==> src/rtl/div_iter_pkg.sv <==
// Shared encodings for the iterative restoring divider.
package div_iter_pkg;

  typedef enum logic [1:0] {
    DIV_FREE    = 2'b00,
    DIV_BY_ZERO = 2'b01,
    DIV_ON      = 2'b10,
    DIV_END     = 2'b11
  } div_state_e;

  localparam logic DIV_RESULT_READY     = 1'b1;
  localparam logic DIV_RESULT_NOT_READY = 1'b0;
  localparam logic DIV_START            = 1'b1;
  localparam logic DIV_STOP             = 1'b0;

endpackage : div_iter_pkg

==> src/rtl/div_iter_step.sv <==
// One restoring-division step: shift in the next dividend bit, trial-subtract, select.
module div_iter_step #(
  parameter int unsigned WIDTH = 32
) (
  input  logic [WIDTH:0]   rem,
  input  logic             next_bit,
  input  logic [WIDTH-1:0] divisor,
  output logic [WIDTH:0]   rem_next_c,
  output logic             q_bit_c
);

  logic [WIDTH:0] shifted;
  logic [WIDTH:0] diff;

  // rem[WIDTH] set means the true shifted value exceeds WIDTH+1 bits, so it is >= divisor.
  always_comb begin
    shifted    = {rem[WIDTH-1:0], next_bit};
    diff       = shifted - {1'b0, divisor};
    q_bit_c    = rem[WIDTH] | (shifted >= {1'b0, divisor});
    rem_next_c = q_bit_c ? diff : shifted;
  end

endmodule : div_iter_step

==> src/rtl/div_iter.sv <==
// Multi-cycle signed/unsigned divider: one quotient bit per cycle, divide-by-zero flagged.
module div_iter
  import div_iter_pkg::*;
#(
  parameter int unsigned WIDTH = 32
) (
  input  logic               clk,
  input  logic               rst,
  input  logic               signed_div_i,
  input  logic [WIDTH-1:0]   opdata1_i,
  input  logic [WIDTH-1:0]   opdata2_i,
  input  logic               start_i,
  input  logic               annul_i,
  output logic [2*WIDTH-1:0] result_o,
  output logic               ready_o,
  output logic               busy_o,
  output logic               dbz_o
);

  localparam int unsigned CNT_W = (WIDTH > 1) ? $clog2(WIDTH) : 1;

  div_state_e         state_q, state_d;
  logic [CNT_W-1:0]   cnt_q, cnt_d;
  logic [WIDTH:0]     rem_q, rem_d;
  logic [WIDTH-1:0]   quo_q, quo_d;
  logic [WIDTH-1:0]   dvs_q, dvs_d;
  logic               neg_quo_q, neg_quo_d;
  logic               neg_rem_q, neg_rem_d;
  logic [2*WIDTH-1:0] result_q, result_d;
  logic               ready_q, ready_d;
  logic               dbz_q, dbz_d;
  logic               busy_q, busy_d;

  logic [WIDTH:0]     rem_nxt_c;
  logic               q_bit_c;
  logic [WIDTH-1:0]   quo_nxt_c;
  logic [WIDTH-1:0]   mag_a_c, mag_b_c;

  div_iter_step #(.WIDTH(WIDTH)) u_step (
    .rem        (rem_q),
    .next_bit   (quo_q[WIDTH-1]),
    .divisor    (dvs_q),
    .rem_next_c (rem_nxt_c),
    .q_bit_c    (q_bit_c)
  );

  // Operand magnitudes; most-negative wraps to itself, which is its correct unsigned magnitude.
  always_comb begin
    mag_a_c   = (signed_div_i && opdata1_i[WIDTH-1]) ? WIDTH'(-opdata1_i) : opdata1_i;
    mag_b_c   = (signed_div_i && opdata2_i[WIDTH-1]) ? WIDTH'(-opdata2_i) : opdata2_i;
    quo_nxt_c = {quo_q[WIDTH-2:0], q_bit_c};
  end

  always_ff @(posedge clk) begin
    if (rst) begin
      state_q   <= DIV_FREE;
      cnt_q     <= '0;
      rem_q     <= '0;
      quo_q     <= '0;
      dvs_q     <= '0;
      neg_quo_q <= 1'b0;
      neg_rem_q <= 1'b0;
      result_q  <= '0;
      ready_q   <= DIV_RESULT_NOT_READY;
      dbz_q     <= 1'b0;
      busy_q    <= 1'b0;
    end else begin
      state_q   <= state_d;
      cnt_q     <= cnt_d;
      rem_q     <= rem_d;
      quo_q     <= quo_d;
      dvs_q     <= dvs_d;
      neg_quo_q <= neg_quo_d;
      neg_rem_q <= neg_rem_d;
      result_q  <= result_d;
      ready_q   <= ready_d;
      dbz_q     <= dbz_d;
      busy_q    <= busy_d;
    end
  end

  // Next-state and datapath updates; aborts take priority over completion.
  always_comb begin
    state_d   = state_q;
    cnt_d     = cnt_q;
    rem_d     = rem_q;
    quo_d     = quo_q;
    dvs_d     = dvs_q;
    neg_quo_d = neg_quo_q;
    neg_rem_d = neg_rem_q;
    result_d  = result_q;
    ready_d   = ready_q;
    dbz_d     = dbz_q;

    case (state_q)
      DIV_FREE: begin
        result_d = '0;
        ready_d  = DIV_RESULT_NOT_READY;
        dbz_d    = 1'b0;
        if (start_i == DIV_START && !annul_i) begin
          if (opdata2_i == '0) begin
            state_d = DIV_BY_ZERO;
          end else begin
            state_d   = DIV_ON;
            cnt_d     = '0;
            rem_d     = '0;
            quo_d     = mag_a_c;
            dvs_d     = mag_b_c;
            neg_quo_d = signed_div_i & (opdata1_i[WIDTH-1] ^ opdata2_i[WIDTH-1]);
            neg_rem_d = signed_div_i & opdata1_i[WIDTH-1];
          end
        end
      end
      DIV_BY_ZERO: begin
        if (annul_i || start_i == DIV_STOP) begin
          state_d = DIV_FREE;
        end else begin
          state_d  = DIV_END;
          result_d = '0;
          ready_d  = DIV_RESULT_READY;
          dbz_d    = 1'b1;
        end
      end
      DIV_ON: begin
        if (annul_i || start_i == DIV_STOP) begin
          state_d = DIV_FREE;
        end else begin
          cnt_d = cnt_q + CNT_W'(1);
          rem_d = rem_nxt_c;
          quo_d = quo_nxt_c;
          if (cnt_q == CNT_W'(WIDTH - 1)) begin
            state_d  = DIV_END;
            ready_d  = DIV_RESULT_READY;
            dbz_d    = 1'b0;
            result_d = {neg_rem_q ? WIDTH'(-rem_nxt_c[WIDTH-1:0]) : rem_nxt_c[WIDTH-1:0],
                        neg_quo_q ? WIDTH'(-quo_nxt_c) : quo_nxt_c};
          end
        end
      end
      DIV_END: begin
        if (start_i == DIV_STOP) begin
          state_d  = DIV_FREE;
          result_d = '0;
          ready_d  = DIV_RESULT_NOT_READY;
          dbz_d    = 1'b0;
        end
      end
      default: state_d = DIV_FREE;
    endcase

    busy_d = (state_d == DIV_ON) || (state_d == DIV_BY_ZERO);
  end

  assign result_o = result_q;
  assign ready_o  = ready_q;
  assign dbz_o    = dbz_q;
  assign busy_o   = busy_q;

endmodule : div_iter

==> config.mk <==
export PLATFORM = sky130hd
export DESIGN_NAME = div_iter
export DESIGN_NICKNAME = d
export VERILOG_FILES = /design/src/rtl/div_iter_pkg.sv /design/src/rtl/div_iter_step.sv /design/src/rtl/div_iter.sv
export SDC_FILE = /design/constraint.sdc
export NUM_CORES = 1
export LEC_CHECK = 0
export BUFFER_PORTS_ARGS = -buffer_cell sky130_fd_sc_hd__buf_2
export CELL_PAD_IN_SITES_DETAIL_PLACEMENT = 1
export CELL_PAD_IN_SITES_GLOBAL_PLACEMENT = 1
export CORE_MARGIN = 1
export CORE_UTILIZATION = 40
export DETAILED_ROUTE_END_ITERATION = 10
export PLACE_DENSITY_LB_ADDON = 0.08
export SKIP_LAST_GASP = 1
export SLEW_MARGIN = 20
export SYNTH_ARGS = -nofsm -noshare
export SYNTH_HDL_FRONTEND = slang
export SYNTH_SLANG_ARGS = --single-unit
==> constraint.sdc <==
create_clock -name clk -period 5.66 [get_ports clk]
set_input_delay 0.283 -clock clk [delete_from_list [all_inputs] [get_ports clk]]
set_output_delay 0.283 -clock clk [all_outputs]
set_load 0.02 [all_outputs]
==> qor.txt <==
=================================================================================
Top cells by area in the synthesized netlist ....................... sky130_fd_sc_hd__dfxtp_1, sky130_fd_sc_hd__nand2_1, sky130_fd_sc_hd__xnor2_1
Final Worst Setup Slack ............................................      1.18 ns
Leakage Power ......................................................   0.00525 µW
Clock buffers created by TritonCTS .................................           17
Via total after detailed routing ...................................       12,200
Share of async-settable or async-resettable flops after synthesis ..            0
Number of gates resized after cts ..................................            0
Number of hold violations in the final report ......................            0
Main synth FF type ................................................. sky130_fd_sc_hd__dfxtp_1
Sequential power share .............................................        0.391
Core Box Area ......................................................   29,000 µm²
Peak clock frequency supported by timing ...........................      223 MHz
Antenna Violating Nets Remaining ...................................            0
Clk sink count .....................................................          173
Starting DRC count in detailed routing .............................          847
Min-delay worst type ............................................... input port to flip-flop
Wire length per cell ...............................................      21.1 µm
Clock Skew .........................................................    0.0193 ns
Fin nets ...........................................................        1,776
Int Pwr ............................................................      2170 µW
Share of synthesized area occupied by flip-flops and latches .......        0.291
Critical Path AT ...................................................      4.79 ns
Net count of the mapped netlist ....................................        1,712
Switching portion of total power ...................................        0.346
Post-synthesis cell count ..........................................        1,600
Clock network fraction of design power .............................        0.369
Number of setup violations in the final report .....................            0
Std-Cell Rows ......................................................           62
Library cell occupying the most area in the post-synthesis netlist . sky130_fd_sc_hd__dfxtp_1
Synth Register Bits ................................................          173
Postcts setup bufs .................................................            0
Drt drc ............................................................            0
Worst-Margin Slew ..................................................      1.02 ns
Outcome ............................................................ finished, final reports clean
Cell chosen for the clock root ..................................... sky130_fd_sc_hd__clkbuf_16
Layout Cells excl Fill .............................................        2,061
Clock-pin slew on the worst setup and hold paths ...................      0.08 ns
Combined global-route utilization of all metal layers ..............        0.285
Slowest-stage cell, CP ............................................. sky130_fd_sc_hd__nor4_2
Fraction of final layout cells sized beyond drive strength 1 .......        0.134
Initial cell density of the core ...................................        0.411
Slew HR ............................................................        0.321
Post-synth EDFFs ...................................................            0
Area grow syn2layout ...............................................        12.1%
Hold depth .........................................................            3
Setup_tns ..........................................................         0 ns
Part of the cycle the worst path needs .............................        0.792
Clk buf depth ......................................................            2
Clock period minus worst slack .....................................      4.48 ns
Startpoint types ...................................................    flip-flop
Req. time, crit path ...............................................      5.97 ns
Distinct cell type count of the synthesized netlist ................           89
Portion of synthesized cell area occupied by the leading cell type .        0.291
Delay of the slowest cell on the worst path ........................      0.53 ns
RSZ-0062 raised after global routing ...............................           no
Global-route wire length before repair .............................    67,800 µm
Cells along the critical path ...................................... ha_1 -> nand2_1 -> nor4_2 -> a31oi_1 -> o211ai_1 -> or2_2 -> mux2i_1 -> ha_1 -> inv_1 -> nor3_1 -> a41oi_1 -> or3b_1 -> o31ai_1 -> xor2_1 -> o21ai_1
Net Sw Power .......................................................      1150 µW
Maximum VDD drop ...................................................       192 µV
Pre-CTS WS .........................................................      1.23 ns
Worst-skew pair later-pin latency ..................................      0.46 ns
CTS tree ...........................................................        built
Part of the power in combinational logic ...........................        0.240
Total grt overflow .................................................            0
Via-per-instance ratio .............................................         5.92
Post-detailed-placement half-perimeter wirelength ..................    33,100 µm
Summed instance area of the synthesized netlist ....................   11,900 µm²
GP Congestion ......................................................        0.920
Maximum net fanout on the critical path ............................            9
Die area ...........................................................   30,500 µm²
Vias in the first global route .....................................       11,600
Category of the worst setup path capture point .....................    flip-flop
Number of ports placed on the die boundary .........................          136
Max H-tree Level ...................................................            4
CTS Hold Bufs ......................................................            0
IO buf count .......................................................          135
Crit Path Category ................................................. flip-flop to flip-flop
Most frequent cell after synthesis ................................. sky130_fd_sc_hd__nand2_1
Max-capacitance violation count ....................................            0
Cell Pwr Density ...................................................   248 nW/µm²
Cell occurring most often along the worst timing path .............. sky130_fd_sc_hd__ha_1
Total routed wirelength ............................................    43,500 µm
Pin count of the biggest net entering global routing ...............           79
Average size of a mapped cell ......................................     7.45 µm²
DIE HEIGHT .........................................................       175 µm
Path depth of the worst reg2reg path ...............................           15
Fillcell total .....................................................        3,719
Yosys warning count ................................................            0
First-pass DRT Iterations ..........................................            5
Antenna violations before repair ...................................            0
Power, Total .......................................................      3310 µW
Pins over their slew limit .........................................            0
Total placed cells including tap cells .............................        2,029
Overall die width ..................................................       175 µm
Most frequent cells after synthesis ................................ sky130_fd_sc_hd__nand2_1, sky130_fd_sc_hd__dfxtp_1, sky130_fd_sc_hd__nor2_1
=================================================================================
-- routing by layer --
metal	GRT usage	wire, µm	vias up
li1	-	-	5863
met4	0.0703	705	0
met2	0.427	18600	320
met1	0.427	22400	5976
met3	0.0379	1840	43
met5	0	0	-
-- flip-flops by register name (all words and copies together), names as in the netlist --
register,cells
busy_o,1
cnt_q,5
dbz_o,1
dvs_q,32
neg_quo_q,1
neg_rem_q,1
quo_q,32
ready_o,1
rem_q,33
result_o,64
state_q,2
-- cells by family (layout without fill, tap and decap cells) --
| group | count (synthesis) | in the layout | synth area share |
|---|---|---|---|
| AOI/OAI and AO/OA | 472 | 472 | 0.263 |
| xor gates and xnor gates | 138 | 138 | 0.101 |
| DFF | 173 | 173 | 0.291 |
| buffers and inverters | 166 | 242 | 0.0579 |
| other | 0 | 1 | 0 |
| muxes | 13 | 13 | 0.0110 |
| adders and majority gates | 43 | 43 | 0.0458 |
| and+or+nand+nor | 595 | 595 | 0.230 |
-- critical path, delay by kind of cell (launching register included) --
family / cells / cell delay, ns
AND/OR/NAND/NOR: 5 / 1.64
AO/OA/AOI/OAI: 5 / 0.84
adder cells (fa/ha/maj): 2 / 0.72
flip-flops: 1 / 0.37
multiplexers: 1 / 0.37
XOR/XNOR: 1 / 0.25
buffers and inverters: 1 / 0.14
-- final cells by class --
type | count | area (µm²) | share of cell area
multi-input cells | 1261 | 7800 | 0.584
flip-flops and latches | 173 | 3460 | 0.259
repair buffers | 149 | 783 | 0.0587
well taps | 384 | 480 | 0.0360
clock buffers | 20 | 467 | 0.0350
inverters | 62 | 233 | 0.0174
clock inverters | 11 | 125 | 0.00937
diodes | 1 | 2.50 | 0.000187
-- path summary, 6_finish.rpt --
check | slack [ns] | start | to
setup / recovery | 1.18 | rem_q[13]$_SDFFE_PP0P_ | result_o[48]$_SDFFE_PP0P_
hold / removal | 0.1 | opdata2_i[1] | dvs_q[1]$_SDFFE_PP0P_
setup reg to reg | 1.18 | rem_q[13]$_SDFFE_PP0P_ | result_o[48]$_SDFFE_PP0P_
hold reg to reg | 0.45 | result_o[27]$_SDFFE_PP0P_ | result_o[27]$_SDFFE_PP0P_
-- placed cells by master (no fill, tap or decap), types with 17 or more instances in the layout --
cell type,netlist,final
sky130_fd_sc_hd__a211oi_1,34,33
sky130_fd_sc_hd__a21oi_1,126,126
sky130_fd_sc_hd__a22oi_1,68,68
sky130_fd_sc_hd__a31oi_1,30,30
sky130_fd_sc_hd__buf_2,21,134
sky130_fd_sc_hd__clkbuf_16,0,17
sky130_fd_sc_hd__dfxtp_1,173,173
sky130_fd_sc_hd__ha_1,42,41
sky130_fd_sc_hd__inv_1,61,61
sky130_fd_sc_hd__nand2_1,208,207
sky130_fd_sc_hd__nand3_1,68,68
sky130_fd_sc_hd__nor2_1,169,166
sky130_fd_sc_hd__nor3_1,35,34
sky130_fd_sc_hd__nor4_1,18,18
sky130_fd_sc_hd__o21ai_0,87,87
sky130_fd_sc_hd__o31ai_1,21,21
sky130_fd_sc_hd__xnor2_1,73,73
sky130_fd_sc_hd__xor2_1,65,65
-- through the flow --
stage / hold slack (ns) / cell area [µm²] / utilization
after floorplan: 0.419 / 11900 / -
after global placement: 0.432 / 12800 / 0.439
after detailed placement: 0.437 / 12800 / 0.439
after CTS: 0.0737 / 13300 / 0.460
after global routing: 0.0891 / 13300 / 0.460
final: 0.0970 / 13400 / 0.460
-- power by group through the flow --
stage | clock network, µW | logic, µW | registers, µW
6_report | 1220 | 794 | 1300
3_5_place_dp | 0 | 781 | 1320
2_1_floorplan | 0 | 539 | 1310
4_1_cts | 1250 | 785 | 1290
5_1_grt | 1290 | 865 | 1300
3_3_place_gp | 0 | 771 | 1320
No activity file was read; power rests on OpenSTA's default activity.
